[src/rtl/dma_row_packer_pkg.sv]
// Shared types and sizing for the DMA row packer: row width, FIFO entry, FSM states.
// No logic, no latency.
// No flow control of its own.
package dma_pkg;
  localparam int WORD_W        = 32;
  localparam int ELEM_W        = 8;
  localparam int ROW_ELEMS     = 16;
  localparam int FIFO_DEPTH    = 4;   // power of two, >= 2
  localparam int ROW_W         = ROW_ELEMS * ELEM_W;
  localparam int WORDS_PER_ROW = ROW_W / WORD_W;
  localparam int CNT_W         = $clog2(FIFO_DEPTH) + 1;
  localparam int SLOT_W        = $clog2(WORDS_PER_ROW);

  typedef logic [ROW_W-1:0] row_t;

  typedef struct packed {
    row_t data;
    logic last;
  } row_entry_t;

  typedef enum logic [1:0] {
    S_IDLE,
    S_FILL,
    S_STALL
  } pack_state_e;
endpackage

[src/rtl/dma_row_packer_if.sv]
// Bundle of the DMA word input, the row output handshake, and status/control signals.
// No logic, no latency.
// Row side is valid/ready; DMA side is throttled through hold_req_o.
interface dma_row_packer_if;
  import dma_pkg::*;

  logic              flush_i;
  logic              in_valid_i;
  logic [WORD_W-1:0] in_data_i;
  logic              in_last_i;
  logic              hold_req_o;
  logic              row_valid_o;
  logic              row_ready_i;
  row_t              row_data_o;
  logic              row_last_o;
  logic [CNT_W-1:0]  row_count_o;
  logic              overflow_err_o;

  // Source/consumer side (drives words, accepts rows)
  modport master (
    output flush_i, in_valid_i, in_data_i, in_last_i, row_ready_i,
    input  hold_req_o, row_valid_o, row_data_o, row_last_o, row_count_o, overflow_err_o
  );

  // Packer side
  modport slave (
    input  flush_i, in_valid_i, in_data_i, in_last_i, row_ready_i,
    output hold_req_o, row_valid_o, row_data_o, row_last_o, row_count_o, overflow_err_o
  );
endinterface

[src/rtl/dma_row_packer_row_fifo.sv]
// Synchronous FIFO of assembled rows with first-word-fall-through head and occupancy count.
// Latency: a push at edge N is visible at the head after edge N when the FIFO was empty.
// Caller must only push with space (or with a same-cycle pop) and only pop when non-empty.
module row_fifo
  import dma_pkg::*;
(
  input  logic             clk,
  input  logic             rst,
  input  logic             clear,
  input  logic             push,
  input  row_entry_t       push_data,
  input  logic             pop,
  output row_entry_t       head,
  output logic [CNT_W-1:0] count
);
  localparam int PTR_W = $clog2(FIFO_DEPTH);

  row_entry_t       mem [FIFO_DEPTH];
  logic [PTR_W-1:0] wr_ptr;
  logic [PTR_W-1:0] rd_ptr;

  // Pointers and occupancy; push and pop on the same edge leave count unchanged
  always_ff @(posedge clk) begin
    if (rst || clear) begin
      wr_ptr <= '0;
      rd_ptr <= '0;
      count  <= '0;
    end else begin
      if (push) wr_ptr <= wr_ptr + PTR_W'(1);
      if (pop)  rd_ptr <= rd_ptr + PTR_W'(1);
      count <= count + CNT_W'(push) - CNT_W'(pop);
    end
  end

  // Storage needs no reset; the head is masked by the top while empty.
  // When full, a simultaneous push overwrites the slot being popped, which is safe.
  always_ff @(posedge clk) begin
    if (push) mem[wr_ptr] <= push_data;
  end

  assign head = mem[rd_ptr];
endmodule

[src/rtl/dma_row_packer.sv]
// Packs 32-bit DMA words into 128-bit int8 rows and queues them for the array input loader.
// Latency: the completing word accepted at edge N lands in the FIFO at that same edge; row_valid_o rises right after it.
// Backpressure: registered hold_req_o at occupancy >= DEPTH-1 or stall; a completed row with no space is held in S_STALL.
module dma_row_packer
  import dma_pkg::*;
(
  input logic             clk,
  input logic             rst,
  dma_row_packer_if.slave bus
);
  localparam logic [CNT_W-1:0]  FULL_CNT  = CNT_W'(FIFO_DEPTH);
  localparam logic [CNT_W-1:0]  HOLD_CNT  = CNT_W'(FIFO_DEPTH - 1);
  localparam logic [SLOT_W-1:0] LAST_SLOT = SLOT_W'(WORDS_PER_ROW - 1);

  pack_state_e       state, state_nxt;
  logic [SLOT_W-1:0] word_cnt;
  row_t              asm_row, asm_fill;
  logic              asm_last;
  row_entry_t        fifo_head, push_data;
  logic [CNT_W-1:0]  count, count_nxt;
  logic              accept, row_done, pop, space, push, clear;
  logic              hold_q, ovf_q;

  assign clear     = bus.flush_i;
  assign pop       = (count != '0) && bus.row_ready_i;
  assign space     = (count != FULL_CNT) || pop;
  assign accept    = bus.in_valid_i && (state != S_STALL);
  assign row_done  = accept && (bus.in_last_i || (word_cnt == LAST_SLOT));
  assign count_nxt = count + CNT_W'(push) - CNT_W'(pop);

  // Drop the incoming word into its slot; slots above stay zero for padding
  always_comb begin
    asm_fill = asm_row;
    for (int k = 0; k < WORDS_PER_ROW; k++) begin
      if (word_cnt == SLOT_W'(k)) asm_fill[k*WORD_W +: WORD_W] = bus.in_data_i;
    end
  end

  // Next state and FIFO push decision
  always_comb begin
    state_nxt = state;
    push      = 1'b0;
    push_data = '{data: asm_row, last: asm_last};
    unique case (state)
      S_IDLE, S_FILL: begin
        if (accept) begin
          if (row_done) begin
            push_data = '{data: asm_fill, last: bus.in_last_i};
            if (space) begin
              push      = 1'b1;
              state_nxt = S_IDLE;
            end else begin
              state_nxt = S_STALL;
            end
          end else begin
            state_nxt = S_FILL;
          end
        end
      end
      S_STALL: begin
        if (space) begin
          push      = 1'b1;
          state_nxt = S_IDLE;
        end
      end
      default: state_nxt = S_IDLE;
    endcase
  end

  // State, assembly register and slot counter
  always_ff @(posedge clk) begin
    if (rst || clear) begin
      state    <= S_IDLE;
      word_cnt <= '0;
      asm_row  <= '0;
      asm_last <= 1'b0;
    end else begin
      state <= state_nxt;
      if (push) begin
        asm_row  <= '0;
        asm_last <= 1'b0;
        word_cnt <= '0;
      end else if (row_done) begin
        asm_row  <= asm_fill;
        asm_last <= bus.in_last_i;
        word_cnt <= '0;
      end else if (accept) begin
        asm_row  <= asm_fill;
        word_cnt <= word_cnt + SLOT_W'(1);
      end
    end
  end

  // Registered DMA throttle and sticky overflow flag
  always_ff @(posedge clk) begin
    if (rst || clear) begin
      hold_q <= 1'b0;
      ovf_q  <= 1'b0;
    end else begin
      hold_q <= (count_nxt >= HOLD_CNT) || (state_nxt == S_STALL);
      if (bus.in_valid_i && (state == S_STALL)) ovf_q <= 1'b1;
    end
  end

  row_fifo u_fifo (
    .clk       (clk),
    .rst       (rst),
    .clear     (clear),
    .push      (push),
    .push_data (push_data),
    .pop       (pop),
    .head      (fifo_head),
    .count     (count)
  );

  assign bus.row_valid_o    = (count != '0);
  assign bus.row_data_o     = bus.row_valid_o ? fifo_head.data : '0;
  assign bus.row_last_o     = bus.row_valid_o ? fifo_head.last : 1'b0;
  assign bus.row_count_o    = count;
  assign bus.hold_req_o     = hold_q;
  assign bus.overflow_err_o = ovf_q;
endmodule

[src/flat_wrapper.sv]
// flat-port wrapper written by rule: the top's interface ports become plain ports
module dma_row_packer_flat import dma_pkg::*;
  (clk, rst, bus_flush_i, bus_in_valid_i, bus_in_data_i, bus_in_last_i, bus_row_ready_i, bus_hold_req_o, bus_row_valid_o, bus_row_data_o, bus_row_last_o, bus_row_count_o, bus_overflow_err_o);
  dma_row_packer_if bus_i ();
  input logic clk;
  input logic rst;
  input wire logic [$bits(bus_i.flush_i)-1:0] bus_flush_i;
  input wire logic [$bits(bus_i.in_valid_i)-1:0] bus_in_valid_i;
  input wire logic [$bits(bus_i.in_data_i)-1:0] bus_in_data_i;
  input wire logic [$bits(bus_i.in_last_i)-1:0] bus_in_last_i;
  input wire logic [$bits(bus_i.row_ready_i)-1:0] bus_row_ready_i;
  output wire logic [$bits(bus_i.hold_req_o)-1:0] bus_hold_req_o;
  output wire logic [$bits(bus_i.row_valid_o)-1:0] bus_row_valid_o;
  output wire logic [$bits(bus_i.row_data_o)-1:0] bus_row_data_o;
  output wire logic [$bits(bus_i.row_last_o)-1:0] bus_row_last_o;
  output wire logic [$bits(bus_i.row_count_o)-1:0] bus_row_count_o;
  output wire logic [$bits(bus_i.overflow_err_o)-1:0] bus_overflow_err_o;
  assign bus_i.flush_i = bus_flush_i;
  assign bus_i.in_valid_i = bus_in_valid_i;
  assign bus_i.in_data_i = bus_in_data_i;
  assign bus_i.in_last_i = bus_in_last_i;
  assign bus_i.row_ready_i = bus_row_ready_i;
  assign bus_hold_req_o = bus_i.hold_req_o;
  assign bus_row_valid_o = bus_i.row_valid_o;
  assign bus_row_data_o = bus_i.row_data_o;
  assign bus_row_last_o = bus_i.row_last_o;
  assign bus_row_count_o = bus_i.row_count_o;
  assign bus_overflow_err_o = bus_i.overflow_err_o;
  dma_row_packer u_core (.clk(clk), .rst(rst), .bus(bus_i));
endmodule
[config.mk]
export PLATFORM = sky130hd
export DESIGN_NAME = dma_row_packer_flat
export DESIGN_NICKNAME = d
export VERILOG_FILES = /design/src/rtl/dma_row_packer_pkg.sv /design/src/rtl/dma_row_packer_if.sv /design/src/rtl/dma_row_packer_row_fifo.sv /design/src/rtl/dma_row_packer.sv /design/src/flat_wrapper.sv
export SDC_FILE = /design/constraint.sdc
export NUM_CORES = 1
export LEC_CHECK = 0
export ABC_AREA = 1
export CORE_MARGIN = 2
export CORE_UTILIZATION = 30
export CTS_CLUSTER_DIAMETER = 100
export CTS_CLUSTER_SIZE = 30
export DETAILED_ROUTE_END_ITERATION = 8
export SYNTH_ARGS = -nofsm -noshare
export SYNTH_HDL_FRONTEND = slang
export SYNTH_HIERARCHICAL = 1
export SYNTH_SLANG_ARGS = --single-unit
export TNS_END_PERCENT = 50
[constraint.sdc]
create_clock -name clk -period 4.7 [get_ports clk]
set_input_delay 0.94 -clock clk [delete_from_list [all_inputs] [get_ports clk]]
set_output_delay 0.94 -clock clk [all_outputs]
set_load 0.05 [all_outputs]
Word-level counts from Yosys, hierarchy flattened
Memories as Yosys holds them, arrays and structs flattened. A register that Yosys moved wholly into a read port is not among the register bits.
Cells that the tools add are included.
{"block": "totals", "elab_cells": 63, "output_inout_bits": 135, "input_bits": 38, "regBits": 142, "mem_bits_rw": 516, "mem_count": 1}
{"block": "classes", "eq_ne": 8, "n_lt_le_gt_ge": 1, "add_sub_neg": 5, "n_reduce_logical": 15, "mux": 24}
{"name": "u_core.u_fifo.mem", "depth": 4, "width": 129, "rd": 1, "rd_clocked_by_memory_dff": 1, "wr": 1, "line_no": "dma_row_packer_row_fifo.sv:18", "text": "row_entry_t mem [FIFO_DEPTH];"}
{"operator": "129-bit two-way mux", "n": 3}
{"operator": "128-bit two-way mux", "n": 3}
{"operator": "32-bit two-way mux", "n": 4}
{"operator": "2-bit two-way mux", "n": 6}
{"operator": "2-bit equality test (second input constant)", "n": 4}
{"operator": "2-bit by 1-bit adder with 2-bit output (second input constant)", "n": 3}
{"operator": "1-bit two-way mux", "n": 6}
{"operator": "2-bit by 1-bit equality test with 1-bit output (second input constant)", "n": 2}
{"operator": "1-bit logical AND", "n": 4}
{"operator": "2-bit zero test", "n": 2}
{"operator": "1-bit logical OR", "n": 4}
{"operator": "2-bit one-hot mux with 2 select lines", "n": 1}
{"operator": "2-bit OR reduction", "n": 2}
{"operator": "3-bit by 1-bit adder with 3-bit output", "n": 1}
{"operator": "3-bit by 2-bit >= comparator with 1-bit output (second input constant)", "n": 1}
{"operator": "3-bit inequality test (second input constant)", "n": 1}
{"operator": "3-bit nonzero test", "n": 1}
{"operator": "3-bit OR reduction", "n": 1}
{"operator": "3-bit by 1-bit subtractor with 3-bit output", "n": 1}
{"operator": "2-bit inequality test (second input constant)", "n": 1}
{"operator": "1-bit one-hot mux with 2 select lines", "n": 1}
{"operator": "2-bit nonzero test", "n": 1}

Logic depth before layout (Yosys ltp)
{"block": "depth", "ltp_word": 11, "ltp_mapped": 15, "depth_no_buf": 15}

Hierarchy
Netlist, hierarchy kept.
{"mod": "row_fifo", "cells_per_inst": 1436, "instances": 1, "area_each_um2": 19839.0}
{"mod": "dma_row_packer", "cells_per_inst": 1564, "instances": 1, "area_each_um2": 8777.2}

Worst setup path before layout
OpenSTA, ideal clock, no wires.
{"block": "synth_path", "path_type": "input port to flip-flop", "from": "input bus_in_valid_i", "to": "memory u_core/u_fifo/mem[0][0] in the netlist's numbering (enable)", "setup_time_ns": 0.482, "n_path_buf": 0, "arrival_time_ns": 4.124, "slack_ns": 0.093, "cell_stages": 8, "path_cell_list": "nand2_2 > nor2_4 > nand2_2 > nand2_1 > nand2_1 > inv_1 > nand2_1 > inv_1"}
{"block": "synth_via", "elab_chain_cells": 7}
{"element": "start, declared", "line_no": "flat_wrapper.sv:8", "text": "input wire logic [$bits(bus_i.in_valid_i)-1:0] bus_in_valid_i;"}
{"element": "1-bit logical AND *", "line_no": "dma_row_packer.sv:27", "text": "assign accept = bus.in_valid_i && (state != S_STALL);"}
{"element": "1-bit logical AND", "line_no": "dma_row_packer.sv:28", "text": "assign row_done = accept && (bus.in_last_i || (word_cnt == LAST_SLOT));"}
{"element": "1-bit two-way mux", "line_no": "dma_row_packer.sv:47", "text": "if (row_done) begin"}
{"element": "1-bit two-way mux *", "line_no": "dma_row_packer.sv:46", "text": "if (accept) begin"}
{"element": "1-bit one-hot mux with 2 select lines *", "line_no": "dma_row_packer.sv:44", "text": "unique case (state)"}
{"element": "named net u_core.push", "line_no": "dma_row_packer.sv:21", "text": "logic accept, row_done, pop, space, push, clear;"}
{"element": "1-bit two-way mux *", "line_no": "dma_row_packer_row_fifo.sv:38", "text": "if (push) mem[wr_ptr] <= push_data;"}
{"element": "1-bit two-way mux (not written as such) *", "line_no": "dma_row_packer_row_fifo.sv:38"}
{"element": "end, declared", "line_no": "dma_row_packer_row_fifo.sv:18"}
The timed path passes the listed nets; every way through them passes the cells marked *.

==> summary.md <==
| Metric | Value |
|---|---|
| Total gr overflow | `0` |
| Commonest non-fill, non-tap cell in the layout | `nor2_1` |
| # port buffers | `172` |
| Fraction of the mapped netlist area in adder cells | `0.00665` |
| Post-synth cell types | `28` |
| Die Wd | `313 um` |
| # DRC | `0` |
| Maximum fanout along the worst path | `62` |
| Synth Area in Compound Gates | `0.136` |
| Most frequent cells in the layout | `750 x nor2_1, 516 x edfxtp_1, 465 x o21ai_0` |
| TNS Setup | `0 ns` |
| Clock Latency Late Sink | `0.61 ns` |
| Worst-Margin Slew | `1.06 ns` |
| Worst setup SP type | `flop` |
| Leakage | `11.4 nW` |
| Htree depth | `1` |
| Inst Count DP | `4293` |
| Die height | `313 um` |
| Final setup margin | `0.273 ns` |
| CTS Buffer Depth | `3` |
| WS Path Type | `reg -> out` |
| Starting Density | `0.302` |
| Clock transition at the registers of the reported paths | `0.11 ns` |
| RR Endpoint | `u_core/bus.hold_req_o` |
| First-pass GRT wire length | `114000 um` |
| Final Critical Period | `4.43 ns` |
| Sequential Area | `18400 sq um` |
| Non-filler instance count after layout | `4341` |
| Crit path top cell by count | `o21ai_1` |
| I/O pin total | `173` |
| Cell Rows | `113` |
| Core area | `94700 sq um` |
| Vias per cell | `4.68` |
| Multi-input gate area | `8270 sq um` |
| CTS sink cnt | `660` |
| Crit path DAT | `3.49 ns` |
| Place WS | `0.812 ns` |
| Via count | `20300` |
| Post-route ant nets | `0` |
| CP Cell Sequence | `inv_6, buf_4, o21ai_1, o21ai_1, inv_1, nor2_1, clkdlybuf4s50_1` |
| WHS | `0.514 ns` |
| Post-Synth Simple-Gate Area | `0.144` |
| Synthesized area per cell | `9.54 sq um` |
| Pint | `7.70 mW` |
| Final Max Tran Viols | `0` |
| Worst hold-check path type | `reg -> reg` |
| Worst VDD drop | `0.000243 V` |
| Register-to-Register Path Depth | `12` |
| Final hold vios | `0` |
| Final setup fails | `0` |
| RSZ-0062 raised after global routing | `no` |
| Mux cell area share after synthesis | `0` |
| Worst endpoint required time | `3.76 ns` |
| WL/cell | `17.6 um` |
| Post-CTS sizing | `0` |
| Clock network power share | `0.262` |
| Main combinational cell family by area after synthesis | `simple AND/OR/NAND/NOR gates` |
| Max frequency | `226 MHz` |
| Post-Synth XOR/XNOR Area | `0.000612` |
| Slew HR | `0.295` |
| DRT Pass-1 Iters | `6` |
| R2R Path Start | `u_core/u_fifo/count[1]` |
| Hpwl dp | `49100 um` |
| Worst setup EP type | `output pin` |
| Count of hold-fix buffers inserted at cts | `0` |
| CTS buffer count | `25` |
| Vias in the first global route | `18600` |
| Initial antenna violation count | `2` |
| Pwr Density | `322 nW/um^2` |
| Share of layout cells above drive strength 1 | `0.0325` |
| Register area share after synthesis | `0.642` |
| Syn nets | `3052` |
| Placer congestion estimate | `0.763` |
| Syn-to-layout area delta | `13.0%` |
| Reg power frac | `0.610` |
| Post-synthesis register bit count | `660` |
| Outcome | `completed` |
| Nets | `3107` |
| Synthesis warning total | `6` |
| Crit path to | `bus_row_data_o[83]` |
| Maximum Capacitance Violations | `0` |
| CTS tree | `done` |
| Reg2Reg Setup Slack | `1.69 ns` |
| Initial DRC Count | `1818` |
| Die ar. | `97900 sq um` |
| Hold path depth | `2` |
| Fillers | `9616` |
| Detailed Route WL | `76300 um` |
| Synth Instances | `3000` |
| Final period utilization | `0.942` |
| Largest net degree at the start of global routing | `195` |
| Gate power share | `0.128` |
| Slowest-stage cell, CP | `clkdlybuf4s50_1` |
| Psw | `2.71 mW` |
| Max Clock Skew | `0.0155 ns` |
| Net Sw Frac | `0.260` |
| Largest stage delay, worst path | `0.81 ns` |
| CTS Root Cell | `clkbuf_16` |
| Tot Pwr | `10.4 mW` |
| Area of the mapped netlist | `28600 sq um` |
| GRT Total Usage | `0.151` |
| Postcts setup bufs | `0` |
sequential cells by signal, summed over array words and instances, names as in the netlist, named ones only:
| register | count |
|---|---|
| u_core/asm_last | 1 |
| u_core/asm_row | 128 |
| u_core/bus.hold_req_o | 1 |
| u_core/bus.overflow_err_o | 1 |
| u_core/state | 2 |
| u_core/u_fifo/count | 3 |
| u_core/u_fifo/mem | 516 |
| u_core/u_fifo/rd_ptr | 2 |
| u_core/u_fifo/wr_ptr | 2 |
| u_core/word_cnt | 2 |
cell families (layout without fill, tap and decap cells):
kind of cell	after synthesis	after routing
AOI/OAI and AO/OA	778	778
and+or+nand+nor	1087	1087
DFF	660	660
other	0	3
xor gates and xnor gates	2	2
buffers and inverters	459	532
adders and majority gates	14	14
metal layers:
layer  track usage  wire, um
met5             0         0
met4        0.0418      1800
met3        0.0197      4040
met2         0.254     36300
met1         0.206     34100
metrics by stage:
step                cell area (sq um)   util
global placement                31600  0.334
finish                          32300  0.341
detailed placement              31600  0.334
CTS                             32300  0.341
global route                    32300  0.341
floorplan                       28600      -
critical path, delay by kind of cell, from the launching register on:
kind / cells / cell delay (ns)
DFF: 1 / 0.54
buffers and inverters: 4 / 1.78
AOI/OAI and AO/OA: 2 / 0.41
and+or+nand+nor: 1 / 0.12
area by class of cell:
type,count,share of cell area
clock buffer,44,0.0216
inverter,262,0.0317
antenna,3,0.000232
clock inverter,1,0.000271
sequential,660,0.569
timing repair buffer,225,0.0729
multi-input combinational,1881,0.256
tap,1265,0.0490
power groups by stage:
stage | sequential [mW] | combinational, mW | clock, mW
3_3_place_gp | 6.48 | 1.35 | 0
5_1_grt | 6.36 | 1.44 | 2.99
2_1_floorplan | 6.49 | 0.850 | 0
3_5_place_dp | 6.48 | 1.35 | 0
4_1_cts | 6.35 | 1.36 | 2.80
6_report | 6.35 | 1.33 | 2.73
how the worst min path moves through the flow:
stage | start | endpoint | slack (ns)
detailed placement | u_core/u_fifo/wr_ptr[1] | u_core/u_fifo/wr_ptr[1] | 0.50
floorplan | u_core/u_fifo/wr_ptr[1] | u_core/u_fifo/wr_ptr[1] | 0.47
global route | u_core/u_fifo/rd_ptr[1] | u_core/u_fifo/rd_ptr[1] | 0.53
finish | u_core/u_fifo/wr_ptr[1] | u_core/u_fifo/wr_ptr[1] | 0.51
global placement | u_core/asm_row[41] | u_core/asm_row[41] | 0.49
CTS | u_core/u_fifo/wr_ptr[1] | u_core/u_fifo/wr_ptr[1] | 0.52
cell usage after synthesis:
master | n | share of area
xor2_1 | 2 | 0.00061
or2_2 | 2 | 0.00044
nand4_1 | 1 | 0.00022
edfxtp_1 | 516 | 0.54
nor2_4 | 1 | 0.00039
o21ai_1 | 211 | 0.037
fa_1 | 2 | 0.0014
nor3b_1 | 1 | 0.00026
ha_1 | 12 | 0.0052
buf_2 | 49 | 0.0086
nand2_2 | 4 | 0.00087
nor2_1 | 750 | 0.098
o21ai_0 | 465 | 0.081
clkbuf_1 | 109 | 0.014
nand3_1 | 4 | 0.00070
inv_2 | 3 | 0.00039
inv_4 | 1 | 0.00022
buf_6 | 29 | 0.011
nand2_1 | 319 | 0.042
inv_1 | 258 | 0.034
a21oi_1 | 101 | 0.018
a31oi_1 | 1 | 0.00022
buf_4 | 2 | 0.00052
dfxtp_1 | 144 | 0.10
and2_1 | 1 | 0.00022
buf_1 | 8 | 0.0010
nand3b_1 | 1 | 0.00026
nor3_1 | 3 | 0.00052
(Power assumes the default switching activity.)
